### config.mk
export PLATFORM = sky130hd
export DESIGN_NAME = counter
export DESIGN_NICKNAME = d
export VERILOG_FILES = /design/src/rtl/counter_pkg.sv /design/src/rtl/counter_next.sv /design/src/rtl/counter.sv
export SDC_FILE = /design/constraint.sdc
export NUM_CORES = 1
export LEC_CHECK = 0
export ABC_AREA = 1
export CORE_MARGIN = 2
export CORE_UTILIZATION = 39
export DETAILED_ROUTE_END_ITERATION = 7
export PLACE_DENSITY = 0.75
export SETUP_SLACK_MARGIN = 0.02
export SYNTH_ARGS = -nofsm -noshare
export SYNTH_HDL_FRONTEND = slang
export SYNTH_SLANG_ARGS = --single-unit
### constraint.sdc
create_clock -name clk -period 1.3 [get_ports clk]
set_input_delay 0.26 -clock clk [delete_from_list [all_inputs] [get_ports clk]]
set_output_delay 0.26 -clock clk [all_outputs]
set_load 0.01 [all_outputs]
### src/rtl/counter_pkg.sv
// counter_pkg: shared constants and helpers for the counter block.
//   DEFAULT_WIDTH       : default counter width (8 bits)
//   DEFAULT_RESET_VALUE : default value loaded on reset (0)
//   all_ones(width)     : all-ones pattern of the given width, zero-extended to 64 bits
package counter_pkg;

  localparam int          DEFAULT_WIDTH       = 8;
  localparam logic [63:0] DEFAULT_RESET_VALUE = 64'd0;

  // Valid for width in 1..64; a right shift avoids the 64-bit left-shift overflow case.
  function automatic logic [63:0] all_ones(input int width);
    logic [63:0] ones;
    ones = {64{1'b1}};
    return ones >> (64 - width);
  endfunction

endpackage : counter_pkg

### src/rtl/counter_next.sv
// counter_next: combinational next-state logic for the counter.
// Priority: rst, then load, then inc, then hold.
// Optional feature macro: COUNTER_SATURATE_EN (hold at all ones instead of wrapping).
// Ports:
//   rst       in  synchronous reset request (selects RESET_VALUE)
//   load      in  parallel-load strobe
//   inc       in  count enable
//   d         in  parallel-load data [WIDTH-1:0]
//   q         in  current count [WIDTH-1:0]
//   q_next    out next count [WIDTH-1:0]
//   wrap_next out next value of the rollover pulse
module counter_next
  import counter_pkg::*;
#(
  parameter int          WIDTH       = DEFAULT_WIDTH,
  parameter logic [63:0] RESET_VALUE = DEFAULT_RESET_VALUE
) (
  input  logic             rst,
  input  logic             load,
  input  logic             inc,
  input  logic [WIDTH-1:0] d,
  input  logic [WIDTH-1:0] q,
  output logic [WIDTH-1:0] q_next,
  output logic             wrap_next
);

  localparam logic [WIDTH-1:0] RST_VAL = RESET_VALUE[WIDTH-1:0];

  // Increment at WIDTH+1 bits; the top bit is the carry-out marking rollover.
  logic [WIDTH:0] sum;

  always_comb begin
    sum       = {1'b0, q} + {{WIDTH{1'b0}}, 1'b1};
    q_next    = q;
    wrap_next = 1'b0;
    if (rst) begin
      q_next = RST_VAL;
    end else if (load) begin
      q_next = d;
    end else if (inc) begin
`ifdef COUNTER_SATURATE_EN
      // At all ones the carry is set: stay put and never signal a wrap.
      if (!sum[WIDTH]) begin
        q_next = sum[WIDTH-1:0];
      end
`else
      q_next    = sum[WIDTH-1:0];
      wrap_next = sum[WIDTH];
`endif
    end
  end

endmodule : counter_next

### src/rtl/counter.sv
// counter: loadable, parameterised-width up-counter with count enable.
// Optional feature macro: COUNTER_SATURATE_EN (saturate at all ones instead of wrapping).
// Ports:
//   clk  in  rising-edge clock
//   rst  in  synchronous active-high reset (q <= RESET_VALUE, wrap <= 0)
//   load in  parallel-load strobe
//   inc  in  count enable
//   d    in  parallel-load data [WIDTH-1:0]
//   q    out registered count [WIDTH-1:0]
//   tc   out terminal count, high while q is all ones
//   wrap out registered one-cycle pulse after an inc-driven rollover to 0
module counter
  import counter_pkg::*;
#(
  parameter int          WIDTH       = DEFAULT_WIDTH,
  parameter logic [63:0] RESET_VALUE = DEFAULT_RESET_VALUE
) (
  input  logic             clk,
  input  logic             rst,
  input  logic             load,
  input  logic             inc,
  input  logic [WIDTH-1:0] d,
  output logic [WIDTH-1:0] q,
  output logic             tc,
  output logic             wrap
);

  localparam logic [63:0]      ONES_64 = all_ones(WIDTH);
  localparam logic [WIDTH-1:0] ONES    = ONES_64[WIDTH-1:0];

  logic [WIDTH-1:0] q_next;
  logic             wrap_next;

  counter_next #(
    .WIDTH       (WIDTH),
    .RESET_VALUE (RESET_VALUE)
  ) u_next (
    .rst       (rst),
    .load      (load),
    .inc       (inc),
    .d         (d),
    .q         (q),
    .q_next    (q_next),
    .wrap_next (wrap_next)
  );

  // rst is resolved in counter_next, so it takes effect only at this edge.
  always_ff @(posedge clk) begin
    q    <= q_next;
    wrap <= wrap_next;
  end

  assign tc = (q == ONES);

endmodule : counter

After elaboration in Yosys (flattened, before gate mapping)
Index checks and enable logic that the tools add are counted.
{"block": "totals", "ff_bits": 9, "elab_cells": 9, "output_inout_bits": 10}
{"block": "op_classes", "n_bitwise": 1, "n_reduce_logical": 2, "muxes": 2, "eq_ne": 1, "n_addsub": 1}
{"operator": "$mux W8", "count": 2}
{"operator": "$add A8 B1 Y9 const B", "count": 1}
{"operator": "$eq A8 B8 Y1 const B", "count": 1}
{"operator": "$reduce_or A3 Y1", "count": 1}
{"operator": "$reduce_bool A2 Y1", "count": 1}
{"operator": "$not A1 Y1", "count": 1}

Longest topological paths before layout
Gate-level depths: netlist of the first run.
{"block": "logic_depth", "word_depth": 3, "mapped_depth": 8, "depth_no_buf": 7}

Modules after synthesis
From an unflattened synthesis of the first run, not the netlist that was laid out.
{"block": "hier_totals", "cells_unflattened": 87, "hier_area_um2": 555.5}
{"mod": "counter_next", "seq_area_each_um2": 0.0, "area_each_um2": 334.1, "n_inst": 1, "cells_each": 67}
{"mod": "counter", "seq_area_each_um2": 180.2, "area_each_um2": 221.5, "n_inst": 1, "cells_each": 20}

Least setup slack after synthesis of the first run
OpenSTA, ideal clock, no wires.
{"block": "synth_path", "path_kind": "register to output", "from": "register q[0]", "to": "output tc", "t_arrival_ps": 1131, "path_stages_with_launch": 6, "path_slack_ps": -91, "t_required_ps": 1040, "n_path_buf": 0, "cell_sequence": "dfxtp_1 ha_1 nand2_2 nor2_2 nand3_1 nor2_1"}
{"block": "synth_between", "elab_chain_cells": 1}
{"item": "start, declared", "line_no": "counter.sv:23", "rtl": "output logic [WIDTH-1:0] q,"}
{"item": "start signal, assigned", "line_no": "counter.sv:49", "rtl": "q <= q_next;"}
{"item": "$eq A8 B8 Y1", "line_no": "counter.sv:53", "rtl": "assign tc = (q == ONES);"}
{"item": "end, declared", "line_no": "counter.sv:24", "rtl": "output logic tc,"}
Every way passes these cells.

Worst setup path after layout of the first run
{"block": "layout_path", "from": "register q[1]", "to": "output tc"}
Same word-level chain as after synthesis.

==> results.sh, run 1 <==
export IMPL_synthDistinctLibCells=19
export IMPL_antenna_found_initial=0
export IMPL_cts_tree="built"
export IMPL_syn_num_nets=84
export IMPL_synthArstFlopShare_pct=0
export IMPL_post_route_drc_count=0
export IMPL_post_dp_hpwl_um=1190
export IMPL_die_y_um=40.2
export IMPL_cp_start_kind="flip-flop"
export IMPL_hold_buffers=0
export IMPL_drt_initial_drc_count=10
export IMPL_drive_above_1_share_pct=33.0
export IMPL_clock_sinks=9
export IMPL_fill_cells=99
export IMPL_rows=13
export IMPL_maxCapViolations=0
export IMPL_irDropWorstVdd_uv=565
export IMPL_syn_inst=71
export IMPL_r2r_start="q[1]$_SDFFE_PP0P_"
export IMPL_fin_util_pct=74.1
export IMPL_critPathKind="flip-flop to output port"
export IMPL_synth_common_cells="16 x nand2_1, 9 x dfxtp_1, 8 x inv_1"
export IMPL_synth_area_um2=512
export IMPL_root_buffer="clkbuf_4"
export IMPL_critPathMaxFanout=2
export IMPL_cp_end_kind="output port"
export IMPL_place_congestion=0.756
export IMPL_status="finished with violations"
export IMPL_cp_data_arrival_time_ns=1.21
export IMPL_num_antenna_cells=0
export IMPL_num_nets_final=129
export IMPL_netlist_area_leader_share_pct=35.2
export IMPL_synth_most_common_cell="nand2_1"
export IMPL_synth_area_per_cell_um2=7.21
export IMPL_layout_min_cycle_time_ns=1.47
export IMPL_ioPinCount=22
export IMPL_max_freq_mhz=682
export IMPL_routedWlPerCell_um=12.3
export IMPL_clk_pin_slew_ns=0.06
export IMPL_worst_slew_margin_rel_pct=82.6
export IMPL_io_buffers=21
export IMPL_htreeDepth=1
export IMPL_drt_antenna_violating_nets=0
export IMPL_synthToLayoutAreaGrowth_pct=83.6
export IMPL_viasPerCell=5.00
export IMPL_dp_slack_ns=-0.424
export IMPL_fin_setup_tns_ns=-0.166
export IMPL_startpoint="q[1]$_SDFFE_PP0P_"
export IMPL_coreArea_mm2=0.00127
export IMPL_clkLatencyLatePin_ns=0.27
export IMPL_slew_violations=0
export IMPL_violations="negative setup slack"
export IMPL_synth_area_leaders="dfxtp_1 35%, nand2_1 12%, a22oi_1 7.3%"
export IMPL_period_share_pct=113
export IMPL_track_usage_pct=23.5
export IMPL_crit_required_ns=1.04
export IMPL_num_vias=650
export IMPL_setup_ws_ns=-0.166
export IMPL_hold_viol=0
export IMPL_cts_buffer_depth=2
export IMPL_die_w_um=40.2
export IMPL_ys_flop_type="dfxtp_1"
export IMPL_cts_buffers_inserted=3
export IMPL_dr_pass1_iters=5
export IMPL_dieArea_mm2=0.00162
export IMPL_ys_seq_area_share_pct=35.2
export IMPL_grt_pass1_vias=593
export IMPL_grt_ovfl_total=0
export IMPL_ys_ff_latch=9
export IMPL_worstHoldStart="load"
export IMPL_rsz0062_at_grt="true"
export IMPL_grt_pass1_wl_um=2460
export IMPL_power_density_mw_per_mm2=766
export IMPL_setup_viol=1
export IMPL_final_setup_skew_ns=0.00535
export IMPL_synth_edf_count=0
export IMPL_dp_cells=125
export IMPL_grt_max_degree=8
export IMPL_fin_cells=130
export IMPL_routed_wl_um=1600
export IMPL_p_leak_nw=0.431
export IMPL_synth_warnings=0
export IMPL_hp_class="primary input to flip-flop"
export IMPL_synth_top_cell_by_area="dfxtp_1"
export IMPL_start_util_pct=40.3
export IMPL_tightestPinTransition_ns=0.261
## final timing paths
check	depth (start not counted)	end	slack, ns
setup reg to reg	7	q[6]$_SDFFE_PP0P_	0.16
hold reg to reg	3	wrap$_SDFF_PP0_	0.62
hold / removal	4	q[2]$_SDFFE_PP0P_	0.50
setup / recovery	6	tc	-0.17
## flip-flops by register name, indices dropped and copies added (netlist names)
signal and cells:
wrap 1, q 8
## layer usage
layer  vias up  track usage, %  part of all wire [%]
li1        328               -                     -
met1       287            25.1                    41
met2        26            42.3                    49
met3         9            4.44                   6.6
met4         0            14.2                   3.2
met5         -               0                     0
## kinds of logic after synthesis
family / Yosys count / share of synthesized area, %
compound gates: 17 / 20.5
xor+xnor: 1 / 1.71
fa+ha+maj: 1 / 2.44
buf+inv: 10 / 8.80
flops: 9 / 35.2
simple gates: 33 / 31.3
## placed cells by master (no fill, tap or decap), drive strengths merged
cell type,count
dfxtp,9
clkdlybuf4s50,10
nor2,6
o211ai,1
nand3b,1
clkbuf,5
inv,9
a21oi,7
o21ai,2
clkdlybuf4s15,4
xor2,1
nand3,7
nand2,18
buf,21
dlymetal6s2s,1
o21bai,2
dlygate4sd2,4
ha,1
nor4,1
a22oi,5
## cell type report
class	instances	area (um2)	area share, %
multi-input cells	52	322	34.2
well taps	15	18.8	2.00
clock buffers	4	26.3	2.80
flip-flops and latches	9	185	19.7
repair buffers	41	354	37.7
inverters	9	33.8	3.60
## worst max-delay path, stage by stage, from the launching register on
cell	delay [ns]
dfxtp_2	0.35
ha_4	0.16
nand2_4	0.06
nor2_4	0.09
nand3_2	0.10
nor2_4	0.09
buf_6	0.10
## what timing repair did
action / 4_1_cts / 5_1_grt
gates cloned: 0 / 0
gates resized for setup: 19 / 6
setup buffers: 1 / 0
pin swaps: 4 / 0
endpoints found under the setup margin: 10 / 8
## per-stage QoR
stage	hold slack, ns	area [um2]	power (W)
6_report	0.499	940	0.000720
5_1_grt	0.525	940	0.000752
4_1_cts	0.616	937	0.000719
3_5_place_dp	0.606	895	0.000503
3_3_place_gp	0.597	895	0.000498
2_1_floorplan	0.329	534	0.000380
## where the power goes
group	total [W]	internal (W)	switching, W	leakage, nW
clock	0.000224	0.000119	0.000105	0.0150
sequential	0.000306	0.000293	0.0000124	0.0755
combinational	0.000190	0.000106	0.0000839	0.341
Power figures use the tool's default switching activity.
==> run 2: changes to the inputs <==
--- a/config.mk
+++ b/config.mk
@@ -6,6 +6,7 @@
 export NUM_CORES = 1
 export LEC_CHECK = 0
 export ABC_AREA = 1
+export ABC_CLOCK_PERIOD_IN_PS = 1300
 export CORE_MARGIN = 2
 export CORE_UTILIZATION = 39
 export DETAILED_ROUTE_END_ITERATION = 7
==> results of run 2 <==
Final layout, timing and power as in run 1 (identical DEF).
